<file path="src/rtl/effect_sample_bridge.sv">
// Avalon-MM register bank bridging ADC samples in and a DAC sample FIFO out.
// Define BRIDGE_OUT_SAT_EN to saturate OUTPUT writes to the signed SAMPLE_W range.
module effect_sample_bridge #(
    parameter int SAMPLE_W   = 24,
    parameter int FIFO_DEPTH = 8,
    parameter int GAIN_RST   = 1,
    parameter int BOOST_RST  = 0
) (
    input  logic                clk,
    input  logic                reset,
    input  logic [4:0]          avl_address,
    input  logic                avl_read,
    input  logic                avl_write,
    input  logic [31:0]         avl_writedata,
    output logic [31:0]         avl_readdata,
    input  logic                in_valid,
    input  logic [SAMPLE_W-1:0] in_data,
    output logic                out_valid,
    input  logic                out_ready,
    output logic [SAMPLE_W-1:0] out_data
);

    localparam int PTR_W = $clog2(FIFO_DEPTH);
    localparam int LVL_W = PTR_W + 1;

    localparam logic [4:0] ADDR_GAIN   = 5'd1;
    localparam logic [4:0] ADDR_BOOST  = 5'd2;
    localparam logic [4:0] ADDR_STATUS = 5'd3;
    localparam logic [4:0] ADDR_OUTPUT = 5'd5;
    localparam logic [4:0] ADDR_INPUT  = 5'd6;

    function automatic logic [31:0] sext32(input logic [SAMPLE_W-1:0] v);
        return 32'(signed'(v));
    endfunction

`ifdef BRIDGE_OUT_SAT_EN
    localparam logic signed [31:0] SAT_MAX = (32'sd1 <<< (SAMPLE_W - 1)) - 32'sd1;
    localparam logic signed [31:0] SAT_MIN = -SAT_MAX - 32'sd1;

    function automatic logic [SAMPLE_W-1:0] sat_sample(input logic signed [31:0] v);
        logic signed [31:0] w_clip;
        if (v > SAT_MAX)
            w_clip = SAT_MAX;
        else if (v < SAT_MIN)
            w_clip = SAT_MIN;
        else
            w_clip = v;
        return SAMPLE_W'(w_clip);
    endfunction
`endif

    logic [31:0]         r_readdata;
    logic [31:0]         r_gain;
    logic [31:0]         r_boost;
    logic [SAMPLE_W-1:0] r_shadow;
    logic [SAMPLE_W-1:0] r_sample;
    logic                r_in_avail;
    logic                r_overrun;
    logic                r_drop;
    logic [SAMPLE_W-1:0] r_mem [FIFO_DEPTH];
    logic [PTR_W-1:0]    r_wptr;
    logic [PTR_W-1:0]    r_rptr;
    logic [LVL_W-1:0]    r_level;

    logic                w_rd_input;
    logic                w_wr_status;
    logic                w_wr_output;
    logic                w_empty;
    logic                w_full;
    logic                w_pop;
    logic                w_push;
    logic                w_drop_set;
    logic                w_ovr_set;
    logic [SAMPLE_W-1:0] w_push_val;
    logic [31:0]         w_status;
    logic [31:0]         w_rdata;

    assign w_rd_input  = avl_read && (avl_address == ADDR_INPUT);
    assign w_wr_status = avl_write && (avl_address == ADDR_STATUS);
    assign w_wr_output = avl_write && (avl_address == ADDR_OUTPUT);

    assign w_empty    = (r_level == '0);
    assign w_full     = (r_level == LVL_W'(FIFO_DEPTH));
    assign w_pop      = !w_empty && out_ready;
    // A pop in the same cycle frees the slot, so a push into a full FIFO still lands.
    assign w_push     = w_wr_output && (!w_full || w_pop);
    assign w_drop_set = w_wr_output && w_full && !w_pop;
    assign w_ovr_set  = in_valid && r_in_avail && !w_rd_input;

`ifdef BRIDGE_OUT_SAT_EN
    assign w_push_val = sat_sample(signed'(avl_writedata));
`else
    assign w_push_val = avl_writedata[SAMPLE_W-1:0];
`endif

    assign w_status = {16'h0, 8'(r_level), 3'b000, r_drop, r_overrun,
                       w_empty, w_full, r_in_avail};

    always_comb begin
        w_rdata = 32'h0;
        case (avl_address)
            ADDR_GAIN:   w_rdata = r_gain;
            ADDR_BOOST:  w_rdata = r_boost;
            ADDR_STATUS: w_rdata = w_status;
            ADDR_OUTPUT: w_rdata = sext32(r_shadow);
            ADDR_INPUT:  w_rdata = sext32(r_sample);
            default:     w_rdata = 32'h0;
        endcase
    end

    always_ff @(posedge clk or posedge reset) begin
        if (reset) begin
            r_readdata <= 32'h0;
            r_gain     <= 32'(GAIN_RST);
            r_boost    <= 32'(BOOST_RST);
            r_shadow   <= '0;
            r_sample   <= '0;
            r_in_avail <= 1'b0;
            r_overrun  <= 1'b0;
            r_drop     <= 1'b0;
            r_wptr     <= '0;
            r_rptr     <= '0;
            r_level    <= '0;
        end else begin
            if (avl_read)
                r_readdata <= w_rdata;

            if (avl_write && avl_address == ADDR_GAIN)
                r_gain <= avl_writedata;
            if (avl_write && avl_address == ADDR_BOOST)
                r_boost <= avl_writedata;
            if (w_wr_output)
                r_shadow <= w_push_val;

            if (in_valid) begin
                r_sample   <= in_data;
                r_in_avail <= 1'b1;
            end else if (w_rd_input) begin
                r_in_avail <= 1'b0;
            end

            // Hardware set events take priority over software W1C clears.
            if (w_ovr_set)
                r_overrun <= 1'b1;
            else if (w_wr_status && avl_writedata[3])
                r_overrun <= 1'b0;

            if (w_drop_set)
                r_drop <= 1'b1;
            else if (w_wr_status && avl_writedata[4])
                r_drop <= 1'b0;

            if (w_push)
                r_wptr <= r_wptr + 1'b1;
            if (w_pop)
                r_rptr <= r_rptr + 1'b1;
            if (w_push && !w_pop)
                r_level <= r_level + 1'b1;
            else if (!w_push && w_pop)
                r_level <= r_level - 1'b1;
        end
    end

    always_ff @(posedge clk) begin
        if (w_push)
            r_mem[r_wptr] <= w_push_val;
    end

    assign avl_readdata = r_readdata;
    assign out_valid    = !w_empty;
    assign out_data     = w_empty ? '0 : r_mem[r_rptr];

endmodule

</file>
<file path="config.mk">
export PLATFORM = sky130hd
export DESIGN_NAME = effect_sample_bridge
export DESIGN_NICKNAME = d
export VERILOG_FILES = /design/src/rtl/effect_sample_bridge.sv
export SDC_FILE = /design/constraint.sdc
export NUM_CORES = 1
export LEC_CHECK = 0
export ABC_AREA = 1
export ABC_CLOCK_PERIOD_IN_PS = 10300
export BUFFER_PORTS_ARGS = -buffer_cell sky130_fd_sc_hd__buf_2
export CORE_UTILIZATION = 64
export DETAILED_ROUTE_END_ITERATION = 12
export HOLD_SLACK_MARGIN = 0.05
export PLACE_DENSITY = 0.86
export SYNTH_ARGS = -nofsm -noshare
export SYNTH_HDL_FRONTEND = slang
export SYNTH_SLANG_ARGS = --single-unit
</file>
<file path="constraint.sdc">
create_clock -name clk -period 10.3 [get_ports clk]
set_clock_uncertainty 0.1 [all_clocks]
set_input_delay 1.03 -clock clk [delete_from_list [all_inputs] [get_ports clk]]
set_output_delay 1.03 -clock clk [all_outputs]
set_load 0.1 [all_outputs]
</file>
==> results.ini, run 1 <==
[worst_setup_path]
cpMaxStageDelayCell=buf_4
cp_cell_sequence=inv_2 -> buf_4 -> o21ai_0 -> o22ai_1 -> nor2_1 -> nor2_1 -> buf_2
end_kind=output port
required_ps=9170
cp_common_cell=nor2_1
cp_data_arrival_time_ps=3140
slowest_delay_ps=620
r2r-start=r_level[0]
critical_path_class=flop to output port
start_kind=flop
rr_worst_depth=13
reg2reg_to=r_level[3]
path_max_fanout=67
reg2reg_slack_ps=6860

[route]
routed_wl_um=35300
ant_nets=0
via_per_inst=6.18
via_count=11200
post_drt_wl_per_cell_um=19.4
firstDrtPassIters=6
remaining_drc_errors=0
detail_route.iter0.violations=1372

[sta]
maxSlewViolCount=0
rsz0062_at_grt=no
fmax_mhz=234
fin_crit_sh_pct=41.5
worstMarginPinSlew_ps=1370
setup_tns_ps=0
hold_violations=0
min_period_ps=4270
slew_headroom_pct=8.45
setup_viol=0

[yosys]
yosysTopAreaCellShare_pct=39.3
synth_seq_cells=349
yosysTopAreaCell=edfxtp_1
synth_area_leaders=edfxtp_1, dfrtp_1, nand2_1
avgSynthCellArea_um2=10.2
syn-cell-area_um2=14700
ys.warnings.count=0
syn-num-nets=1505
syn_inst=1432
yosysUniqueCellTypes=32
ys_seq_area_share_pct=66.1

[hold_path]
hold_depth=2
hold-path-endpoint=r_sample[16]
hold_path.class=flop to flop
min_from=r_sample[16]

[layout]
antenna_cells=0
finish.utilization_pct=73.1
area_growth_pct=12.4
finalNetCount=1584
drive_above_1_share_pct=14.3

[cts]
clk_latency_ps=520
clockBufferDepth=3
post_cts_resized=0
hold_buffers=0
cts_num_sinks=349
cts_made_buffers=35
cts_tree=yes
cts_setup_buffers=0
cts_htree_levels=2
clockRootBuffer=clkbuf_16
clk_pin_slew_ps=60

[pwr]
power_density_nw_per_um2=279
worst_ir_drop_vdd_mv=0.303
leakage_nw=7.14

[floorplanning]
core-area_um2=22600
start_util_pct=65.0
ios=124
dieArea_um2=23500
fp-row-count=55
die_h_um=153
die_w_um=153

[flow_run]
maxCapViolCount=0

[status]
status=finished clean

[placed_design]
gp_congestion=0.814
place.detailed.hpwl_um=20600
io_buffers=123

[grt]
overflow=0
antenna_found_initial=0
grt_pass1_wl_um=56900
grt_max_degree=98
track_usage_pct=30.8
first_global_vias=10800

cell usage after synthesis:
library cell	instances
o21ai_1	24
clkinv_1	2
nand2_4	2
buf_2	41
edfxtp_1	192
fa_1	1
nand3_1	24
clkbuf_2	1
inv_2	3
dfstp_2	1
ha_1	5
xor2_1	3
nor2_4	4
nor3_1	1
buf_1	4
o211ai_1	24
dfrtp_1	156
o21ai_0	191
nand4_1	88
nor2_2	2
xnor2_1	3
o22ai_1	24
nand2_2	4
buf_4	3
inv_1	46
nor2_8	1
nor2_1	210
and2_1	1
clkbuf_1	46
nand2_1	322
nand3_2	1
a21oi_1	2
worst max-delay path, delay by kind of cell, from the launching register on:
family | cells | cell delay, ps
compound gates | 2 | 440
buf+inv | 3 | 1470
flops | 1 | 420
simple gates | 2 | 240
cell type report:
cell class	instances	area [µm²]
Inverter	51	196
Multi-Input combinational cell	937	4390
Fill cell	1538	6080
Clock buffer	49	1000
Tap cell	285	357
Clock inverter	13	134
Timing Repair Buffer	137	721
Sequential cell	349	9700
sequential cells by signal, summed over array words and instances, names as in the netlist:
signal	count
r_rptr	3
r_gain	32
r_drop	1
r_sample	24
r_level	4
r_in_avail	1
r_shadow	24
avl_readdata	32
r_wptr	3
r_overrun	1
r_mem	192
r_boost	32
cell usage in the layout (no fill, tap or decap), types with 2 or more instances in the layout:
cell | Yosys | layout
clkbuf_8 | 0 | 5
nor2_4 | 4 | 4
clkinv_1 | 2 | 4
nor2_1 | 210 | 201
nor2_2 | 2 | 11
nand2_2 | 4 | 4
o21ai_1 | 24 | 24
clkbuf_16 | 0 | 36
nand2_1 | 322 | 322
dfrtp_2 | 0 | 2
clkinv_2 | 0 | 5
inv_1 | 46 | 45
o211ai_1 | 24 | 24
inv_6 | 0 | 2
buf_2 | 41 | 123
nand3_1 | 24 | 24
buf_4 | 3 | 14
ha_1 | 5 | 5
nand4_1 | 88 | 88
xnor2_1 | 3 | 3
a21oi_1 | 2 | 2
nand2_4 | 2 | 2
dfrtp_1 | 156 | 154
inv_2 | 3 | 3
clkbuf_1 | 46 | 8
bufinv_16 | 0 | 2
o22ai_1 | 24 | 24
xor2_1 | 3 | 3
edfxtp_1 | 192 | 192
o21ai_0 | 191 | 191
power breakdown:
group	total [W]	leakage (nW)	switching [W]	internal (W)
Combinational	0.00169	2.85	0.00137	0.000323
Sequential	0.00166	3.74	0.0000806	0.00158
Clock	0.00125	0.556	0.000517	0.000731
Total	0.00459	7.14	0.00196	0.00263
through the flow:
step                total power (W)  area (µm²)  cells  hold WS, ps  setup WS (ps)
finish                      0.00459       16500   1821          374           6030
global route                0.00479       16500   1821          396           5840
CTS                         0.00461       16500   1821          376           6000
detailed placement          0.00335       15400   1759          360           5930
global placement            0.00331       15400   1759          354           6090
floorplan                   0.00305       14700   1432          342           4940
metal layers:
metal,GRT usage (%),vias up,part of all wire (%)
met1,41.9,5418,40
met5,0,-,0
met2,52.6,653,50
met4,9.52,0,2.3
met3,3.63,89,8.3
li1,-,5085,-
logic make-up after synthesis:
| family | share of synthesized area (%) |
|---|---|
| compound gates | 9.65 |
| buf+inv | 4.17 |
| xor+xnor | 0.358 |
| flops | 66.1 |
| fa+ha+maj | 0.563 |
| simple gates | 19.2 |
worst max path at each step:
stage / startpoint / endpoint / slack (ps)
4_1_cts: r_rptr[0] / out_data[5] / 6000
3_5_place_dp: avl_address[4] / r_mem[0][15] / 5930
6_report: r_rptr[0] / out_data[5] / 6030
5_1_grt: r_rptr[0] / out_data[14] / 5840
3_3_place_gp: avl_address[4] / r_mem[0][17] / 6090
2_1_floorplan: reset / avl_readdata[0] / 4940
Note: power is estimated with default switching activity, not from simulation.
==> run 2, diff against run 1 <==
--- a/config.mk
+++ b/config.mk
@@ -6,12 +6,12 @@
 export NUM_CORES = 1
 export LEC_CHECK = 0
 export ABC_AREA = 1
-export ABC_CLOCK_PERIOD_IN_PS = 10300
+export ABC_CLOCK_PERIOD_IN_PS = 4230
 export BUFFER_PORTS_ARGS = -buffer_cell sky130_fd_sc_hd__buf_2
-export CORE_UTILIZATION = 64
+export CORE_UTILIZATION = 60
 export DETAILED_ROUTE_END_ITERATION = 12
 export HOLD_SLACK_MARGIN = 0.05
-export PLACE_DENSITY = 0.86
+export PLACE_DENSITY = 0.81
 export SYNTH_ARGS = -nofsm -noshare
 export SYNTH_HDL_FRONTEND = slang
 export SYNTH_SLANG_ARGS = --single-unit
==> constraint.sdc (replaced) <==
create_clock -name clk -period 4.23 [get_ports clk]
set_clock_uncertainty 0.1 [all_clocks]
set_input_delay 0.423 -clock clk [delete_from_list [all_inputs] [get_ports clk]]
set_output_delay 0.423 -clock clk [all_outputs]
set_load 0.1 [all_outputs]
==> results.ini, run 2 (synthesized netlist as in run 1, its figures left out) <==
[route]
via_count=11100  ; -1.5%
post_drt_wl_per_cell_um=18.8  ; -2.9%
ant_nets=0  ; unchanged
firstDrtPassIters=7  ; +1
remaining_drc_errors=0  ; unchanged
via_per_inst=5.85  ; -5.2%
routed_wl_um=35600  ; +0.91%
detail_route.iter0.violations=1351  ; -1.5%

[worst_setup_path]
end_kind=output port
reg2reg_slack_ps=1460  ; -5400 ps
path_max_fanout=25  ; -63%
start_kind=flop
required_ps=3710  ; -5460 ps
critical_path_class=flop to output port
cp_data_arrival_time_ps=2910  ; -230 ps

[floorplanning]
dieArea_um2=25100  ; +6.6%
die_w_um=158  ; +3.2%
start_util_pct=61.8  ; -3.2 points
fp-row-count=56  ; +1.8%
die_h_um=158  ; +3.2%
ios=124  ; unchanged
core-area_um2=23800  ; +5.2%

[cts]
cts_htree_levels=2  ; unchanged
cts_num_sinks=349  ; unchanged
post_cts_resized=0  ; unchanged
clockBufferDepth=3  ; unchanged
clk_pin_slew_ps=60  ; about the same
cts_tree=yes
clockRootBuffer=clkbuf_16
hold_buffers=25  ; +25
clk_latency_ps=520  ; about the same
cts_made_buffers=35  ; unchanged
cts_setup_buffers=0  ; unchanged

[layout]
multi_input_area_um2=4390  ; unchanged
final_cell_mix=nand2_1, nor2_1, edfxtp_1, o21ai_0, dfrtp_1
drive_above_1_share_pct=14.9  ; +0.68 points
regArea_um2=9700  ; unchanged
top_register=r_mem
antenna_cells=0  ; unchanged
mostFrequentLayoutCell=nand2_1
largest_reg_flops=192  ; unchanged
area_growth_pct=15.5
n_fill_cell=1679  ; +9.2%
finalNetCount=1619  ; +2.2%

[sta]
slew_headroom_pct=31.8  ; +23 points
maxSlewViolCount=0  ; unchanged
setup_tns_ps=0  ; unchanged
worstMarginPinSlew_ps=1020  ; -349 ps
fmax_mhz=291
rsz0062_at_grt=no
fin_crit_sh_pct=81.2
hold_violations=3  ; +3
min_period_ps=3430
fin_hold_ws_ps=-5.77  ; -380 ps
setup_viol=0  ; unchanged

[grt]
grt_pass1_wl_um=55800  ; -2.1%
antenna_found_initial=0  ; unchanged
first_global_vias=10600  ; -1.3%
grt_max_degree=158  ; +61%
track_usage_pct=29.1  ; -1.7 points
overflow=0  ; unchanged

[pwr]
worst_ir_drop_vdd_mv=0.806  ; +170%
power_density_nw_per_um2=673  ; +140%
leakage_nw=7.33  ; +2.6%

[flow_run]
maxCapViolCount=0  ; unchanged

[placed_design]
gp_congestion=0.824  ; +1.2%
place.detailed.hpwl_um=20100  ; -2.4%
io_buffers=123  ; unchanged

[status]
status=finished, violations left
violations=negative hold slack

[hold_path]
hold_path.class=input port to async pin

-- run 2: cell type report --
cell class,instances,share of cell area (%)
inverters,51,1.15
clock buffers,42,5.51
clock inverters,22,1.51
well taps,319,2.36
multi-input cells,937,25.9
flip-flops and latches,349,57.2
repair buffers,172,6.32
-- run 2: routing by layer --
metal	routed length, µm	GRT usage [%]	share of wire (%)	vias to the layer above
met1	14600	39.5	41	5349
met2	17400	47.9	49	527
met4	684	8.70	1.9	0
li1	-	-	-	5147
met3	2840	5.77	8.0	54
met5	0	0	0	-
-- run 2: final timing paths --
path | start | to | cells after the start
setup / recovery | r_rptr[1] | out_data[22] | 6
hold / removal | reset | r_sample[4] | 3
setup reg to reg | r_level[0] | r_level[3] | 12
hold reg to reg | avl_readdata[24] | avl_readdata[24] | 2
max in group asynchronous | reset | r_rptr[0] | 3
min in group clk | avl_writedata[24] | r_gain[24] | 3
-- run 2: through the flow --
step / cell area [µm²] / utilization (%) / cells / setup WS, ps / power, W
5_1_grt: 16900 / 71.3 / 1892 / 635 / 0.0119
3_5_place_dp: 15500 / 65.3 / 1803 / 1390 / 0.00822
6_report: 16900 / 71.3 / 1892 / 796 / 0.0114
3_3_place_gp: 15500 / 65.3 / 1803 / 1520 / 0.00812
4_1_cts: 16900 / 71.3 / 1892 / 799 / 0.0114
2_1_floorplan: 14700 / - / 1432 / 1090 / 0.00743
-- run 2: worst max-delay path, cell delays in order (launching register included) --
cell	delay, ps
dfrtp_2	570
inv_1	720
o21ai_0	240
o22ai_1	200
nor2_1	60
nor2_1	150
buf_2	440
-- run 2: power by group --
group	leakage, nW	switching (W)	internal, W
clock	0.584	0.00128	0.00190
combinational	3.01	0.00332	0.000835
sequential	3.74	0.000230	0.00384
total	7.33	0.00483	0.00657
